### src/rtl/al_pkg.sv
// Shared definitions for the wide-to-narrow handshake aligner:
// FSM state encoding and parameter legality helpers.
package al_pkg;

    typedef enum logic {
        AL_EMPTY = 1'b0,
        AL_BUSY  = 1'b1
    } al_state_e;

    // Legal when the wide word splits evenly into at least two slices.
    function automatic bit al_params_ok(input int unsigned in_w, input int unsigned out_w);
        if (out_w == 0) return 1'b0;
        return ((in_w % out_w) == 0) && ((in_w / out_w) >= 2);
    endfunction

    function automatic int unsigned al_sel_w(input int unsigned ratio);
        return (ratio <= 2) ? 1 : $clog2(ratio);
    endfunction

endpackage

### src/rtl/cnt_cfg_lim.sv
// Wrapping counter with a runtime limit: counts 0..lim on inc, then wraps
// to zero; clr has priority.
module cnt_cfg_lim #(
    parameter int unsigned W = 2
) (
    input  logic         clk,
    input  logic         rst_n,
    input  logic         clr,
    input  logic         inc,
    input  logic [W-1:0] lim,
    output logic [W-1:0] cnt
);

    logic [W-1:0] cnt_d;
    logic [W-1:0] cnt_q;

    always_comb begin
        cnt_d = cnt_q;
        if (clr) begin
            cnt_d = '0;
        end else if (inc) begin
            // >= keeps the counter bounded even if lim shrinks under it
            cnt_d = (cnt_q >= lim) ? '0 : cnt_q + 1'b1;
        end
    end

    always_ff @(posedge clk or negedge rst_n) begin
        if (!rst_n) cnt_q <= '0;
        else        cnt_q <= cnt_d;
    end

    assign cnt = cnt_q;

endmodule

### src/rtl/al_w2n_hs.sv
// Wide-to-narrow width converter with valid/ready on both sides: holds one
// wide beat and emits its valid slices LSB first, reloading without a bubble.
module al_w2n_hs
    import al_pkg::*;
#(
    parameter int unsigned DAT_IN_W  = 32,
    parameter int unsigned DAT_OUT_W = 8
) (
    input  logic                 clk,
    input  logic                 rst_n,
    input  logic                 us_vld,
    output logic                 us_rdy,
    input  logic [DAT_IN_W-1:0]  us_dat,
    input  logic [al_sel_w(DAT_IN_W/DAT_OUT_W)-1:0] us_last_vld_sel,
    input  logic                 us_eop,
    output logic                 ds_vld,
    input  logic                 ds_rdy,
    output logic [DAT_OUT_W-1:0] ds_dat,
    output logic                 ds_eop,
    output logic [al_sel_w(DAT_IN_W/DAT_OUT_W)-1:0] ds_idx
);

    localparam int unsigned RATIO = DAT_IN_W / DAT_OUT_W;
    localparam int unsigned SEL_W = al_sel_w(RATIO);
    localparam logic [SEL_W-1:0] SEL_MAX = SEL_W'(RATIO - 1);

    if (!al_params_ok(DAT_IN_W, DAT_OUT_W)) begin : g_bad_params
        $fatal(1, "al_w2n_hs: DAT_IN_W must be a multiple (>=2x) of DAT_OUT_W");
    end

    al_state_e           state_d,    state_q;
    logic [DAT_IN_W-1:0] hold_dat_d, hold_dat_q;
    logic [SEL_W-1:0]    hold_sel_d, hold_sel_q;
    logic                hold_eop_d, hold_eop_q;

    logic                 hold_full;
    logic                 last_slice;
    logic                 us_xfer;
    logic                 ds_xfer;
    logic                 load;
    logic [SEL_W-1:0]     cnt;
    logic [DAT_OUT_W-1:0] slice_arr [RATIO];

    assign hold_full  = (state_q == AL_BUSY);
    assign last_slice = (cnt == hold_sel_q);
    assign us_rdy     = ~hold_full | (ds_rdy & last_slice);
    assign us_xfer    = us_vld & us_rdy;
    assign ds_xfer    = ds_vld & ds_rdy;

    always_comb begin
        for (int unsigned i = 0; i < RATIO; i++) begin
            slice_arr[i] = hold_dat_q[i*DAT_OUT_W +: DAT_OUT_W];
        end
    end

    assign ds_vld = hold_full;
    assign ds_dat = slice_arr[cnt];
    assign ds_idx = cnt;
    assign ds_eop = hold_full & hold_eop_q & last_slice;

    always_comb begin
        state_d    = state_q;
        hold_dat_d = hold_dat_q;
        hold_sel_d = hold_sel_q;
        hold_eop_d = hold_eop_q;
        load       = 1'b0;
        unique case (state_q)
            AL_EMPTY: begin
                if (us_xfer) begin
                    load    = 1'b1;
                    state_d = AL_BUSY;
                end
            end
            AL_BUSY: begin
                if (ds_xfer && last_slice) begin
                    if (us_xfer) load    = 1'b1;
                    else         state_d = AL_EMPTY;
                end
            end
            default: state_d = AL_EMPTY;
        endcase
        if (load) begin
            hold_dat_d = us_dat;
            hold_sel_d = (us_last_vld_sel > SEL_MAX) ? SEL_MAX : us_last_vld_sel;
            hold_eop_d = us_eop;
        end
    end

    always_ff @(posedge clk or negedge rst_n) begin
        if (!rst_n) begin
            state_q    <= AL_EMPTY;
            hold_dat_q <= '0;
            hold_sel_q <= '0;
            hold_eop_q <= 1'b0;
        end else begin
            state_q    <= state_d;
            hold_dat_q <= hold_dat_d;
            hold_sel_q <= hold_sel_d;
            hold_eop_q <= hold_eop_d;
        end
    end

    // A reload while busy coincides with the wrap at last_slice; clr makes
    // the restart at slice 0 explicit rather than relying on that wrap.
    cnt_cfg_lim #(
        .W (SEL_W)
    ) u_cnt (
        .clk   (clk),
        .rst_n (rst_n),
        .clr   (load & hold_full),
        .inc   (ds_xfer),
        .lim   (hold_sel_q),
        .cnt   (cnt)
    );

endmodule
### config.mk
export PLATFORM = sky130hd
export DESIGN_NAME = al_w2n_hs
export DESIGN_NICKNAME = d
export VERILOG_FILES = /design/src/rtl/al_pkg.sv /design/src/rtl/cnt_cfg_lim.sv /design/src/rtl/al_w2n_hs.sv
export SDC_FILE = /design/constraint.sdc
export NUM_CORES = 1
export LEC_CHECK = 0
export CAP_MARGIN = 20
export CORE_ASPECT_RATIO = 1.4
export CORE_UTILIZATION = 46
export DETAILED_ROUTE_END_ITERATION = 10
export PLACE_DENSITY = 0.79
export SLEW_MARGIN = 20
export SYNTH_ARGS = -nofsm -noshare
export SYNTH_HDL_FRONTEND = slang
export SYNTH_SLANG_ARGS = --single-unit
### constraint.sdc
create_clock -name clk -period 2.9 [get_ports clk]
set_input_delay 0.87 -clock clk [delete_from_list [all_inputs] [get_ports clk]]
set_output_delay 0.87 -clock clk [all_outputs]
set_load 0.02 [all_outputs]
Yosys cells after proc, flatten, opt, wreduce, memory -nomap -nowiden
Cells that the tools add are included.
W data, S select, Z words.
{"block": "word_totals", "regBits": 38, "wordCells": 33, "in_bits": 39, "out_inout_bits": 13}
{"block": "classes", "reduce_logical": 2, "muxes": 12, "n_eq_ne": 1, "add_sub_neg": 1, "n_lt_le_gt_ge": 3, "n_bitwise": 9}
{"op": "$bmux W8 S2", "n": 1}
{"op": "$mux W8", "n": 2}
{"op": "$mux W2", "n": 4}
{"op": "$and A1 B1 Y1", "n": 6}
{"op": "$pmux W1 S2", "n": 2}
{"op": "$ge A3 B3 Y1 const B", "n": 1}
{"op": "$mux W1", "n": 3}
{"op": "$not A2 Y3", "n": 1}
{"op": "$add A2 B1 Y2 const B", "n": 1}
{"op": "$eq A2 B2 Y1", "n": 1}
{"op": "$ge A2 B2 Y1", "n": 1}
{"op": "$gt A2 B2 Y1 const B", "n": 1}
{"op": "$reduce_bool A2 Y1", "n": 1}
{"op": "$logic_and A1 B1 Y1", "n": 1}
{"op": "$not A1 Y1", "n": 1}
{"op": "$or A1 B1 Y1", "n": 1}

Logic depth before layout (Yosys ltp)
{"block": "logic_depth", "ltp_word": 9, "mapped_depth": 7, "depth_no_buf": 5}

Modules after synthesis
A second synthesis with hierarchy kept.
{"block": "unflattened", "cells_unflattened": 282, "hier_area_um2": 2696.3}
{"mod": "al_w2n_hs", "n_inst": 1, "area_per_inst_um2": 2542.4, "seq_area_each_um2": 900.9, "cells_per_inst": 267}
{"mod": "cnt_cfg_lim", "n_inst": 1, "area_per_inst_um2": 153.9, "seq_area_each_um2": 50.0, "cells_per_inst": 15}

Worst setup path after synthesis
No wires, ideal clock.
{"block": "synth_path", "path_kind": "register to output", "startpoint": "register u_cnt.cnt_q[0], in the netlist u_cnt.cnt[0]", "endpoint": "output port us_rdy", "t_arrival_ps": 1470, "slack_ps": 560, "stages_incl_launch_ff": 6, "required_ps": 2030, "n_path_buf": 1, "path_cell_list": "dfrtp_1 -> buf_2 -> inv_1 -> ha_1 -> nand3_2 -> nand2_1"}
{"block": "synth_between", "elab_chain_cells": 3}
{"element": "start: declaration", "line_no": "cnt_cfg_lim.sv:15", "source": "logic [W-1:0] cnt_q;"}
{"element": "start signal: assignment", "line_no": "cnt_cfg_lim.sv:29", "source": "else cnt_q <= cnt_d;"}
{"element": "$eq A2 B2 Y1", "line_no": "al_w2n_hs.sv:45", "source": "assign last_slice = (cnt == hold_sel_q);"}
{"element": "$and A1 B1 Y1", "line_no": "al_w2n_hs.sv:46", "source": "assign us_rdy = ~hold_full | (ds_rdy & last_slice);"}
{"element": "$or A1 B1 Y1", "line_no": "al_w2n_hs.sv:46"}
{"element": "end: declaration", "line_no": "al_w2n_hs.sv:12", "source": "output logic us_rdy,"}
Every way passes these cells.

Worst setup path after layout
{"block": "layout_path", "startpoint": "input port ds_rdy", "endpoint": "output port us_rdy"}
{"block": "layout_between", "elab_chain_cells": 2}
{"element": "start: declaration", "line_no": "al_w2n_hs.sv:17", "source": "input logic ds_rdy,"}
{"element": "$and A1 B1 Y1", "line_no": "al_w2n_hs.sv:46"}
{"element": "$or A1 B1 Y1", "line_no": "al_w2n_hs.sv:46"}
Every way passes these cells.

==> results by group <==
Logic synthesis
  – Avg Inst Size Synth: 16.4 µm²
  – Sequential area share after synthesis: 55.6%
  – Mapped cell area: 1710 µm²
  – Count leader, synth: dfrtp_1
  – Ranking of synthesized cells by area: dfrtp_1, mux2_2, mux4_2, mux2_1, buf_6
  – Netlist cell types: 17
  – Yosys top cell area share: 55.6%
  – Leading area contributor after synthesis: dfrtp_1
  – Share of flip-flops with an asynchronous set or reset: 100%
  – Number of synthesized flops with an enable pin: 0
  – Post-Syn Instances: 104
  – Synth Warn #: 0
  – Top FF cell, synth: dfrtp_1
  – Register bit total from synthesis: 38
  – Top cells by count, synth: dfrtp_1, mux2_2, mux4_2
  – Mapped Nets: 145

Timing
  – Clock Skews: 0.00419 ns
  – Slew Limit Fails: 0
  – F_max: 0.363 GHz
  – Worst hold slack: 0.487 ns
  – Final setup vio count: 0
  – Max_slew headroom: 43.4%
  – Final WS setup: 0.147 ns
  – Hold Violations, Final: 0
  – RSZ-0062 raised after global routing: false
  – Post-route clock period utilization: 94.9%
  – Worst Tran Pin Value: 0.850 ns
  – Crit path time final: 2.75 ns

Setup path
  – CP delay by family, top: buffers and inverters
  – CP max FO: 2
  – Worst path arrival time: 1.88 ns
  – Crit path cell chain: clkdlybuf4s50_1, nand3_2, nand2_1, dlygate4sd2_1
  – Slowest cell delay on critical path: 0.50 ns
  – Slowest stage cell, crit path: clkdlybuf4s50_1
  – Crit path capture type: output pin
  – CP Class: in2out
  – Worst path bufs/invs: 2
  – Critical Path RT: 2.03 ns
  – CP Launch Type: input pin

Cells and area
  – Area growth, synth to finish: 38.0%
  – Non-Filler Instances: 202
  – Layout cells sized above 1: 33.3%
  – Nets@finish: 203
  – Diodes inserted: 0

Die
  – Die Ht: 74.2 µm
  – Area of the core: 3470 µm²
  – Die area: 3970 µm²
  – Die Width: 53.5 µm
  – Row count: 25
  – Starting Density: 49.3%
  – Io pins: 52

Clock tree
  – Setup bufs post-CTS: 0
  – Worst-skew pair later-pin latency: 0.28 ns
  – H-tree depth: 2
  – CTS tree: yes
  – Max Root-Sink Buffers: 2
  – Sink Count: 38
  – Clock Tree Root: clkbuf_8
  – TritonCTS buffer count: 5
  – CTS clock-pin slew for the worst setup and hold paths: 0.07 ns
  – # hold bufs at CTS: 0

Run
  – MaxCap Viol Count: 0

GRT
  – First-pass GRT wire length: 5560 µm
  – Antenna violations before repair: 0
  – Number of global-route vias before repair: 1225
  – Pin count of the biggest net entering global routing: 39
  – GRT Util Overall: 20.3%
  – GR Overflow Total: 0

Place
  – Post-DP HPWL: 2490 µm
  – Worst slack at placement: -0.134 ns
  – Final Wtd Congestion: 0.644
  – Inst Count DP: 195
  – IO buf count: 51

Pwr
  – Worst vdd rail ir drop: 0.730 mV
  – Tot Pwr: 2.60 mW
  – Internal Power: 1.73 mW
  – Pleak: 1.03 nW
  – Switching power: 870 µW
  – Sequential Power Share: 36.5%
  – Clk pwr share: 12.8%
  – Combinational power share: 50.7%
  – Pwr/cell area: 1100 nW/µm²
  – Switching share of power: 33.4%

Route
  – Detail Route Antenna Nets: 0
  – DRT iter0 DRCs: 8
  – Via Count: 1071
  – DRC errors left: 0
  – Via/cell ratio: 5.30
  – First-pass iteration count of the detailed router: 4
  – Total Wirelength: 3400 µm
  – DR WL/cell: 16.8 µm

Status
  – Outcome: finished, final reports clean

Min path
  – Hold Path Class: reg2reg
[power by group through the flow]
stage / clock network (mW) / logic [mW] / registers (mW)
4_1_cts: 0.347 / 1.35 / 0.954
3_5_place_dp: 0 / 1.37 / 0.964
3_3_place_gp: 0 / 1.33 / 0.932
2_1_floorplan: 0 / 0.897 / 0.929
6_report: 0.333 / 1.32 / 0.949
5_1_grt: 0.369 / 1.42 / 0.983
[per-stage QoR]
stage	util [%]	setup TNS (ns)	instance area, µm²
after floorplan	-	0	1710
after global placement	65.5	-0.105	2270
after detailed placement	65.5	-0.134	2270
after CTS	67.6	0	2350
after global routing	68.0	0	2360
final	68.0	0	2360
[layout by cell type (no fill, tap or decap)]
master / netlist / routed
mux4_2: 8 / 8
nand2_1: 2 / 2
buf_2: 1 / 1
a21o_1: 1 / 1
a211o_1: 1 / 1
dfrtp_1: 38 / 38
dlymetal6s2s_1: 0 / 5
buf_4: 0 / 4
a2111oi_0: 3 / 3
buf_12: 0 / 1
inv_1: 3 / 3
mux2_1: 4 / 4
ha_1: 2 / 2
nand2b_1: 3 / 3
clkdlybuf4s50_1: 0 / 42
and4_1: 1 / 1
clkinv_2: 0 / 2
nand3_2: 1 / 1
a21boi_4: 1 / 1
dlygate4sd2_1: 0 / 3
clkbuf_8: 0 / 5
mux2_2: 31 / 31
[what timing repair did]
| item | CTS | global route |
|---|---|---|
| endpoints found under the setup margin | 3 | 5 |
| gates resized for setup | 3 | 5 |
| pin swaps | 0 | 0 |
| gates cloned | 0 | 0 |
[kinds of logic after synthesis]
group	after synthesis	synth area share, %
buffers and inverters	8	3.14
adder cells (fa/ha/maj)	2	1.46
flip-flops	38	55.6
multiplexers	43	33.6
AND/OR/NAND/NOR	7	2.63
AO/OA/AOI/OAI	6	3.59
[layer usage]
metal / up-vias / global-route usage [%] / part of all wire, %
met2: 29 / 35.8 / 57
met3: 4 / 5.73 / 4.7
met4: 0 / 8.77 / 0.79
met5: - / 0 / 0
li1: 501 / - / -
met1: 537 / 22.0 / 37
[state kept, by name (all words and copies together), names as in the netlist]
| name | count |
|---|---|
| ds_vld | 1 |
| hold_dat_q | 32 |
| hold_eop_q | 1 |
| hold_sel_q | 2 |
| u_cnt.cnt | 2 |
[worst paths after layout]
path / startpoint / endpoint / slack, ns / cells past startpoint
worst max-delay path: ds_rdy / us_rdy / 0.15 / 4
worst min register to register: hold_dat_q[22] / hold_dat_q[22] / 0.49 / 1
min in group asynchronous: rst_n / hold_dat_q[5] / 0.69 / 1
worst min-delay path: hold_dat_q[22] / hold_dat_q[22] / 0.49 / 1
worst max register to register: u_cnt.cnt[0] / hold_dat_q[2] / 0.86 / 8
max in group asynchronous: rst_n / hold_dat_q[8] / 1.68 / 1
[final cells by class]
cell class              instances  area [µm²]
fillers                       260        1110
flip-flops and latches         38         951
multi-input cells              58         706
repair buffers                 56         564
clock buffers                   5        68.8
well taps                      40        50.0
inverters                       3        11.3
clock inverters                 2        10.0
No activity file was read; power rests on OpenSTA's default activity.
